$ cat src/rtl/temp_control_fsm.sv
`default_nettype none
// +--------------------------------------------------------------------------+
// | Module   : temp_control_fsm                                              |
// | Purpose  : Thermostat decision FSM with hysteresis, dwell, sensor-fault  |
// |            detection, sample watchdog and error recovery.                |
// | Options  : TEMP_CTRL_FILTER_EN - 4-sample moving mean on the temperature |
// | Revision : 1.0  initial release                                          |
// +--------------------------------------------------------------------------+
module temp_control_fsm #(
   parameter int unsigned TEMP_W          = 8,
   parameter int unsigned HYST            = 2,
   parameter int unsigned DWELL_CYCLES    = 8,
   parameter int unsigned TIMEOUT_CYCLES  = 20,
   parameter int unsigned RECOVER_SAMPLES = 3
) (
   input  logic              clk,
   input  logic              rst_n,
   input  logic              temp_valid,
   input  logic [TEMP_W-1:0] temp_value,
   input  logic [TEMP_W-1:0] setpoint,
   output logic [1:0]        status,
   output logic              heater_en,
   output logic              cooler_en
);

   localparam int c_EXT_W     = TEMP_W + 2;
   localparam int c_DWELL_W   = $clog2(DWELL_CYCLES + 1);
   localparam int c_TIMEOUT_W = $clog2(TIMEOUT_CYCLES + 1);
   localparam int c_RECOVER_W = $clog2(RECOVER_SAMPLES + 1);

   localparam logic [c_EXT_W-1:0]     c_HYST_EXT   = c_EXT_W'(HYST);
   localparam logic [c_DWELL_W-1:0]   c_DWELL_MAX  = c_DWELL_W'(DWELL_CYCLES);
   localparam logic [c_TIMEOUT_W-1:0] c_TIMEOUT   = c_TIMEOUT_W'(TIMEOUT_CYCLES);
   localparam logic [c_RECOVER_W-1:0] c_REC_LAST  = c_RECOVER_W'(RECOVER_SAMPLES - 1);

   typedef enum logic [1:0] {
      ST_IDLE  = 2'b00,
      ST_HEAT  = 2'b01,
      ST_COOL  = 2'b10,
      ST_ERROR = 2'b11
   } state_t;

   state_t                 state_q, state_d;
   logic                   heater_en_q, cooler_en_q;
   logic [c_DWELL_W-1:0]   dwell_cnt_q, dwell_cnt_d;
   logic [c_TIMEOUT_W-1:0] timeout_cnt_q, timeout_cnt_d;
   logic [c_RECOVER_W-1:0] recover_cnt_q, recover_cnt_d;

   logic                   w_fault;
   logic                   w_timeout;
   logic                   w_dwell_done;
   logic [c_EXT_W-1:0]     w_t_ext;
   logic [c_EXT_W-1:0]     w_sp_ext;
   logic                   w_cold;
   logic                   w_hot;
   logic                   w_at_or_above;
   logic                   w_at_or_below;
   logic                   w_enter_error;

   // Fault detection always looks at the raw sensor word.
   assign w_fault      = temp_valid && ((temp_value == '0) || (temp_value == '1));
   assign w_timeout    = !temp_valid && (timeout_cnt_q == c_TIMEOUT);
   assign w_dwell_done = (dwell_cnt_q == c_DWELL_MAX);
   assign w_enter_error = (state_q != ST_ERROR) && (state_d == ST_ERROR);

`ifdef TEMP_CTRL_FILTER_EN
   logic [TEMP_W-1:0]  hist0_q, hist1_q, hist2_q;
   logic [TEMP_W-1:0]  hist0_d, hist1_d, hist2_d;
   logic               hist_vld_q, hist_vld_d;
   logic [c_EXT_W-1:0] w_sum;

   // An empty history behaves as if all four slots hold the current sample.
   always_comb begin
      if (hist_vld_q) begin
         w_sum = c_EXT_W'(temp_value) + c_EXT_W'(hist0_q)
               + c_EXT_W'(hist1_q) + c_EXT_W'(hist2_q);
      end else begin
         w_sum = {temp_value, 2'b00};
      end
   end

   assign w_t_ext = w_sum >> 2;

   always_comb begin
      hist0_d    = hist0_q;
      hist1_d    = hist1_q;
      hist2_d    = hist2_q;
      hist_vld_d = hist_vld_q;
      if (w_enter_error) begin
         hist_vld_d = 1'b0;
      end else if (temp_valid && !w_fault) begin
         hist_vld_d = 1'b1;
         if (hist_vld_q) begin
            hist0_d = temp_value;
            hist1_d = hist0_q;
            hist2_d = hist1_q;
         end else begin
            hist0_d = temp_value;
            hist1_d = temp_value;
            hist2_d = temp_value;
         end
      end
   end

   always_ff @(posedge clk or negedge rst_n) begin
      if (!rst_n) begin
         hist0_q    <= '0;
         hist1_q    <= '0;
         hist2_q    <= '0;
         hist_vld_q <= 1'b0;
      end else begin
         hist0_q    <= hist0_d;
         hist1_q    <= hist1_d;
         hist2_q    <= hist2_d;
         hist_vld_q <= hist_vld_d;
      end
   end
`else
   assign w_t_ext = {2'b00, temp_value};
`endif

   // Two extra bits keep setpoint+HYST and t+HYST from wrapping.
   assign w_sp_ext      = {2'b00, setpoint};
   assign w_cold        = (w_t_ext + c_HYST_EXT) < w_sp_ext;
   assign w_hot         = w_t_ext > (w_sp_ext + c_HYST_EXT);
   assign w_at_or_above = w_t_ext >= w_sp_ext;
   assign w_at_or_below = w_t_ext <= w_sp_ext;

   always_comb begin
      state_d       = state_q;
      recover_cnt_d = recover_cnt_q;
      if ((state_q != ST_ERROR) && (w_fault || w_timeout)) begin
         state_d = ST_ERROR;
      end else begin
         case (state_q)
            ST_IDLE: begin
               if (temp_valid && w_dwell_done) begin
                  if (w_cold) begin
                     state_d = ST_HEAT;
                  end else if (w_hot) begin
                     state_d = ST_COOL;
                  end
               end
            end
            ST_HEAT: begin
               if (temp_valid && w_dwell_done && w_at_or_above) begin
                  state_d = ST_IDLE;
               end
            end
            ST_COOL: begin
               if (temp_valid && w_dwell_done && w_at_or_below) begin
                  state_d = ST_IDLE;
               end
            end
            ST_ERROR: begin
               if (temp_valid && !w_fault) begin
                  if (recover_cnt_q == c_REC_LAST) begin
                     state_d       = ST_IDLE;
                     recover_cnt_d = '0;
                  end else begin
                     recover_cnt_d = recover_cnt_q + c_RECOVER_W'(1);
                  end
               end else if (w_fault || w_timeout) begin
                  recover_cnt_d = '0;
               end
            end
            default: state_d = ST_ERROR;
         endcase
      end
   end

   always_comb begin
      dwell_cnt_d = dwell_cnt_q;
      if (state_d != state_q) begin
         dwell_cnt_d = '0;
      end else if (!w_dwell_done) begin
         dwell_cnt_d = dwell_cnt_q + c_DWELL_W'(1);
      end
   end

   always_comb begin
      timeout_cnt_d = timeout_cnt_q;
      if (temp_valid) begin
         timeout_cnt_d = '0;
      end else if (timeout_cnt_q != c_TIMEOUT) begin
         timeout_cnt_d = timeout_cnt_q + c_TIMEOUT_W'(1);
      end
   end

   always_ff @(posedge clk or negedge rst_n) begin
      if (!rst_n) begin
         state_q       <= ST_IDLE;
         heater_en_q   <= 1'b0;
         cooler_en_q   <= 1'b0;
         dwell_cnt_q   <= '0;
         timeout_cnt_q <= '0;
         recover_cnt_q <= '0;
      end else begin
         state_q       <= state_d;
         heater_en_q   <= (state_d == ST_HEAT);
         cooler_en_q   <= (state_d == ST_COOL);
         dwell_cnt_q   <= dwell_cnt_d;
         timeout_cnt_q <= timeout_cnt_d;
         recover_cnt_q <= recover_cnt_d;
      end
   end

   assign status    = state_q;
   assign heater_en = heater_en_q;
   assign cooler_en = cooler_en_q;

endmodule
`default_nettype wire

$ cat config.mk
export PLATFORM = sky130hd
export DESIGN_NAME = temp_control_fsm
export DESIGN_NICKNAME = d
export VERILOG_FILES = /design/src/rtl/temp_control_fsm.sv
export SDC_FILE = /design/constraint.sdc
export NUM_CORES = 1
export LEC_CHECK = 0
export CAP_MARGIN = 25
export CORE_MARGIN = 3
export CORE_UTILIZATION = 25
export CTS_CLUSTER_DIAMETER = 150
export DETAILED_ROUTE_END_ITERATION = 8
export GPL_ROUTABILITY_DRIVEN = 1
export PLACE_DENSITY = 0.44
export SKIP_CTS_REPAIR_TIMING = 1
export SYNTH_ARGS = -nofsm -noshare
export SYNTH_HDL_FRONTEND = slang
export SYNTH_SLANG_ARGS = --single-unit
export TNS_END_PERCENT = 50
$ cat constraint.sdc
create_clock -name clk -period 2.8 [get_ports clk]
set_input_delay 0.56 -clock clk [delete_from_list [all_inputs] [get_ports clk]]
set_output_delay 0.56 -clock clk [all_outputs]
set_load 0.1 [all_outputs]
==> qor.txt, run 1 <==
Final period util = 95.94%
CTS tree = built
multi-input logic area = 1251 um2
critical path endpoint category = flip-flop
Skew-Pair Late Insertion Delay = 0.24 ns
R2R Path Start = dwell_cnt_q[0]
number of global-route vias before repair = 1490
worst vdd ir = 0.3654 mV
Unique masters post-synth = 47
Post-Syn Instances = 179
Flop pwr share = 26.8%
ant diodes = 0
Final Hold Vio Count = 0
first-pass GRT wire length = 6934 um
Max-slew headroom = 54.66%
CP cell instances = clkbuf_2 > inv_2 > nor3_4 > nand3_2 > xnor2_2 > ha_1 > o21a_1 > o21ai_1 > or4_4 > a221oi_4 > o21a_2 > nor4_2
largest net degree at the start of global routing = 16
drt first-iter violations = 49
DRT antenna net count = 0
Mapped Avg Cell Area = 8.940 um2
Worst Hold Class = flip-flop to flip-flop
Ys Warns = 0
Worst-Margin Slew = 0.6779 ns
routed wire length = 4227 um
Initial Utilization = 26.40%
WHS Path Cells = 1
Hold Slack = 0.4825 ns
fin util = 39.31%
Largest stage delay, worst path = 0.54 ns
HP Start = recover_cnt_q[0]
final instance area = 2382 um2
worst r2r dst = dwell_cnt_q[0]
static leakage = 0.001160 uW
I/O Buffers = 22
crit start category = input pin
Setup CP Type = input pin to flip-flop
Placer Congestion = 0.8156
All-Layer GR Usage = 11.54%
number of enable flip-flop cells after synthesis = 0
Pint = 718.8 uW
Worst Reg-to-Reg Cells = 9
Final Max Slew Viols = 0
Worst setup startpoint = setpoint[3]
final setup vio count = 0
post-layout net count = 294
Final HPWL DP = 3505 um
CP max FO = 4
Via density = 4.816
PD cells = 545.9 nW/um2
Die ar. = 7397 um2
Total Power = 1300 uW
Placed Cells = 315
clock power share = 13.0%
Max Clk Rate = 372.2 MHz
Initial DRT Pass Iterations = 4
drt drc = 0
Inserted Clock Buffers = 3
Final Skew = 0.003012 ns
P_sw = 581.6 uW
Reg2Reg Setup Slack = 0.44 ns
Synth Net Count = 226
Area after DPL = 2193 um2
outcome = complete, no violations
Root Driver = clkbuf_8
Critical Path End = dwell_cnt_q[0]
Crit-path slowest cell = or4_4
WL/cell = 13.17 um
Core ar. = 6061 um2
Logic pwr share = 60.2%
grt ovf = 0
Die H = 86.01 um
clk slew on worst S/H paths = 0.06 ns
Seq. cell area = 375.4 um2
htree depth = 1
Netlist Area Pre-Place = 1600 um2
# Max-Cap Violations = 0
Yosys reg bits = 15
switch share = 44.72%
sequential element share of the synthesized area = 23.46%
final-layout fill cell count = 611
Worst Path Required = 2.91 ns
share of layout cells above drive strength 1 = 33.74%
I/O Pins = 23
width of the die = 86.01 um
P&R area growth vs syn = 48.87%
Max Root-Sink Buffers = 2
Worst EP arrival = 2.80 ns
CTS sink count = 15
initial antenna violation count = 0
Final min period = 2.686 ns
ys flop type = dfrtp_1
FFs w/ async S/R, synth = 100.0%
# rows = 28
Post-Layout Cell Count = 321
Via Count = 1546
## routing by layer
metal / wire [um] / GRT usage [%] / up-vias
met4: 0 / 0.8633 / 0
met1: 2086 / 16.68 / 730
li1: - / - / 802
met2: 2062 / 18.43 / 14
met5: 0 / 0 / -
met3: 78 / 2.305 / 0
## power groups by stage
stage	sequential (uW)	combinational [uW]	clock [uW]
after floorplan	454	338	0
after global placement	352	679	0
after detailed placement	349	682	0
after CTS	348	680	175
after global routing	360	867	192
final	349	783	169
## metrics by stage
step / worst slack (ns) / setup TNS (ns)
floorplan: 0.06718 / 0
global placement: -0.6285 / -4.321
detailed placement: -0.6602 / -4.412
CTS: -0.3911 / -2.439
global route: -0.03093 / -0.1090
finish: 0.1136 / 0
## area by class of cell
| cell class | count | area share [%] |
|---|---|---|
| timing repair buffer | 64 | 22.64 |
| tap | 75 | 3.939 |
| clock buffer | 4 | 1.891 |
| sequential | 15 | 15.76 |
| inverter | 20 | 3.256 |
| multi-input combinational | 143 | 52.52 |
## cells in the mapped netlist, types with 2 or more instances
master      n  share of area [%]
nand3_1    12                3.8
nor4_1      8                3.1
a211oi_1    2               0.94
o21a_1      3                1.4
nor2_1     11                2.6
nand2_1     9                2.1
a2111oi_0   2                1.1
inv_1      19                4.5
nor3_1      3               0.94
o41ai_1     2                1.1
and2_1      2               0.78
and4_1      4                2.2
a211o_1     2                1.1
ha_1       28                 22
dfrtp_1    15                 23
o21ai_0     6                1.9
xor2_1      4                2.2
a21oi_1     7                2.2
xnor2_1    12                6.6
## logic make-up after synthesis
family	after synthesis	synth area share (%)
AO/OA/AOI/OAI	38	18.45
XOR/XNOR	16	8.757
adder cells (fa/ha/maj)	28	21.89
buffers and inverters	21	5.552
flip-flops	15	23.46
multiplexers	1	0.6255
AND/OR/NAND/NOR	60	21.27
## sequential cells by signal, indices dropped and copies added, names as in the netlist
name / cells
cooler_en: 1
timeout_cnt_q: 5
dwell_cnt_q: 4
heater_en: 1
recover_cnt_q: 2
status: 2
## worst min path at each step
| stage | to | slack, ns |
|---|---|---|
| 6_report | recover_cnt_q[0] | 0.48 |
| 5_1_grt | recover_cnt_q[0] | 0.52 |
| 4_1_cts | recover_cnt_q[0] | 0.49 |
| 3_5_place_dp | recover_cnt_q[0] | 0.48 |
| 3_3_place_gp | recover_cnt_q[0] | 0.47 |
| 2_1_floorplan | cooler_en | 0.26 |
## layout by cell type, fill, tap and decap left out, types with 2 or more instances in the layout
master            n
a211o_1           2
a21oi_1           6
and2_1            2
and4_1            2
and4_4            2
buf_4            45
clkbuf_2          3
clkbuf_8          3
clkdlybuf4s50_1   5
dfrtp_1          15
dlymetal6s2s_1   10
ha_1             26
ha_2              2
inv_1            15
inv_2             4
nand2_1           9
nand3_1          10
nand3_2           2
nor2_1           10
nor3_1            2
nor4_1            4
nor4_2            4
o21a_1            2
o21ai_0           4
o21ai_1           2
o41ai_1           2
xnor2_1          11
xor2_1            4
## worst max-delay path: cells and delay by family
family | cells | cell delay [ns]
adder cells (fa/ha/maj) | 1 | 0.29
buffers and inverters | 2 | 0.15
AND/OR/NAND/NOR | 4 | 0.93
AO/OA/AOI/OAI | 4 | 0.71
XOR/XNOR | 1 | 0.15
No activity file was read; power rests on OpenSTA's default activity.
==> run 2: changes to the inputs <==
- PLACE_DENSITY: 0.44 -> default
==> run 2 against run 1 <==
  * Setup slack got worse by 0.022 ns
  * Highest routed layer is now met4
  * Critical path depth fell by 2
  * Critical endpoint unchanged
  * Hold slack improved by 0.0042 ns
  * Register-to-register slack improved by 0.02 ns
  * Sequential share of layout area rose by 0.11 points
  * Routed wire length fell by 4.0%
  * Clock skew barely moved
  * Combinational power rose by 4.3%
  * Design area fell by 0.68%
  * Power rose by 3.0%
  * Clock power rose by 4%
==> qor.txt, run 2 (synthesis results as in run 1) <==
Placer Congestion = 0.8517 (+4.4%)
I/O Pins = 23 (unchanged)
Core ar. = 6061 um2 (unchanged)
CP cell instances = clkdlybuf4s50_1 > inv_2 > xnor2_1 > ha_1 > o21a_1 > o21ai_0 > or4_4 > a221oi_4 > o21a_4 > nor4_2
PD cells = 566.1 nW/um2 (+3.7%)
Final Skew = 0.002561 ns (-0.0004509 ns)
Initial Utilization = 26.40% (unchanged)
routed wire length = 4058 um (-4.0%)
clk slew on worst S/H paths = 0.06 ns (about the same)
largest net degree at the start of global routing = 16 (unchanged)
GR Layer Usage met3 = 2.786% (+0.48 points)
DRT antenna net count = 0 (unchanged)
drt first-iter violations = 85 (+73%)
Worst EP arrival = 2.83 ns (+0.03 ns)
commonest non-fill, non-tap cell in the layout = buf_4
Seq. cell area = 375.4 um2 (unchanged)
final-layout fill cell count = 600 (-1.8%)
Setup CP Type = input pin to flip-flop
Via density = 4.886 (+1.5%)
grt ovf = 0 (unchanged)
Final HPWL DP = 3333 um (-4.9%)
max reg flops = 5 (unchanged)
Root Driver = clkbuf_8
CTS sink count = 15 (unchanged)
All-Layer GR Usage = 11.33% (-0.21 points)
final instance area = 2366 um2 (-0.68%)
P&R area growth vs syn = 47.85%
Die ar. = 7397 um2 (unchanged)
I/O Buffers = 22 (unchanged)
Crit-path slowest cell = or4_4
Die H = 86.01 um (unchanged)
multi-input logic area = 1255 um2 (+0.30%)
Via Count = 1549 (+0.19%)
met1 Use GR = 15.15% (-1.5 points)
width of the die = 86.01 um (unchanged)
Final min period = 2.708 ns (+0.02156 ns)
htree depth = 1 (unchanged)
TNS Setup = 0 ns (unchanged)
# Max-Cap Violations = 0 (unchanged)
Largest regs = timeout_cnt_q: 5 flops, dwell_cnt_q: 4 flops
Worst-Margin Slew = 0.6950 ns (+0.01704 ns)
final setup vio count = 0 (unchanged)
outcome = complete, no violations
unrepaired setup endpoints after global routing = true
CTS tree = built
Initial DRT Pass Iterations = 4 (unchanged)
share of layout cells above drive strength 1 = 30.17% (-3.6 points)
Area after DPL = 2163 um2 (-1.4%)
Final Max Slew Viols = 0 (unchanged)
most frequent cells in the layout = 42 x buf_4, 27 x ha_1, 15 x dfrtp_1
crit start category = input pin
Total Power = 1339 uW (+3.0%)
initial antenna violation count = 0 (unchanged)
first-pass GRT wire length = 6831 um (-1.5%)
gr busiest metal = met2
Worst Path Required = 2.92 ns (about the same)
ant diodes = 0 (unchanged)
Worst Hold Class = flip-flop to flip-flop
Buf+Inv Stages, Crit Path = 2 (unchanged)
post-layout net count = 290 (-1.4%)
critical path endpoint category = flip-flop
CP max FO = 4 (unchanged)
Biggest register = timeout_cnt_q
Inserted Clock Buffers = 3 (unchanged)
drt drc = 0 (unchanged)
number of global-route vias before repair = 1515 (+1.7%)
Final Hold Vio Count = 0 (unchanged)
worst vdd ir = 0.2152 mV (-41%)
Max Root-Sink Buffers = 2 (unchanged)
Final period util = 96.71% (+0.77 points)
Largest stage delay, worst path = 0.55 ns (about the same)
static leakage = 0.001149 uW (-1.0%)
Max-slew headroom = 53.52% (-1.1 points)
WL/cell = 12.80 um (-2.8%)
Max Clk Rate = 369.3 MHz (-0.80%)
M2 GR Usage = 18.36% (-0.070 points)
Skew-Pair Late Insertion Delay = 0.25 ns (about the same)
# rows = 28 (unchanged)
Crit path max-delay family = compound AO/OA/AOI/OAI gates
[run 2: cell count changes in the layout (fill, tap and decap cells not counted), moves of 2 or more]
cell      change
buf_4         -3
nor4_4        +2
clkbuf_2      -2
and4_1        +2
and4_4        -2
nor4_2        -2
[run 2: path summary, 6_finish.rpt]
check | slack, ns | depth (start not counted) | startpoint | to
setup / recovery | 0.09 | 10 | setpoint[7] | dwell_cnt_q[0]
hold / removal | 0.49 | 1 | recover_cnt_q[0] | recover_cnt_q[0]
setup reg to reg | 0.46 | 10 | dwell_cnt_q[0] | dwell_cnt_q[0]
hold reg to reg | 0.49 | 1 | recover_cnt_q[0] | recover_cnt_q[0]
max in group asynchronous | 1.63 | 1 | rst_n | timeout_cnt_q[4]
min in group asynchronous | 0.73 | 1 | rst_n | dwell_cnt_q[1]
[run 2: area by class of cell]
class                      count  area share (%)
multi-input combinational    143           53.04
timing repair buffer          60           21.89
sequential                    15           15.86
tap                           75           3.966
inverter                      20           3.279
clock buffer                   3           1.745
clock inverter                 1          0.2115
[run 2: through the flow]
stage / worst slack, ns / hold slack, ns / util [%] / cells
floorplan: 0.06718 / 0.2644 / - / 179
global placement: -0.5805 / 0.4716 / 35.69 / 311
detailed placement: -0.6789 / 0.4801 / 35.69 / 311
CTS: -0.4272 / 0.4879 / 36.46 / 315
global route: -0.03890 / 0.5049 / 39.04 / 317
finish: 0.09201 / 0.4866 / 39.04 / 317
[run 2: per-layer routing]
layer	wire [um]	vias to the layer above
li1	-	788
met1	1965	738
met2	1955	18
met3	115	5
met4	20	0
met5	0	-
[run 2: report_power, final]
part	switching (uW)	total, uW	leakage [uW]	internal [uW]
Clock	76.8	175	0.0000255	98.5
Sequential	68.3	347	0.000190	279
Combinational	460	817	0.000933	357
Total	605	1340	0.00115	735
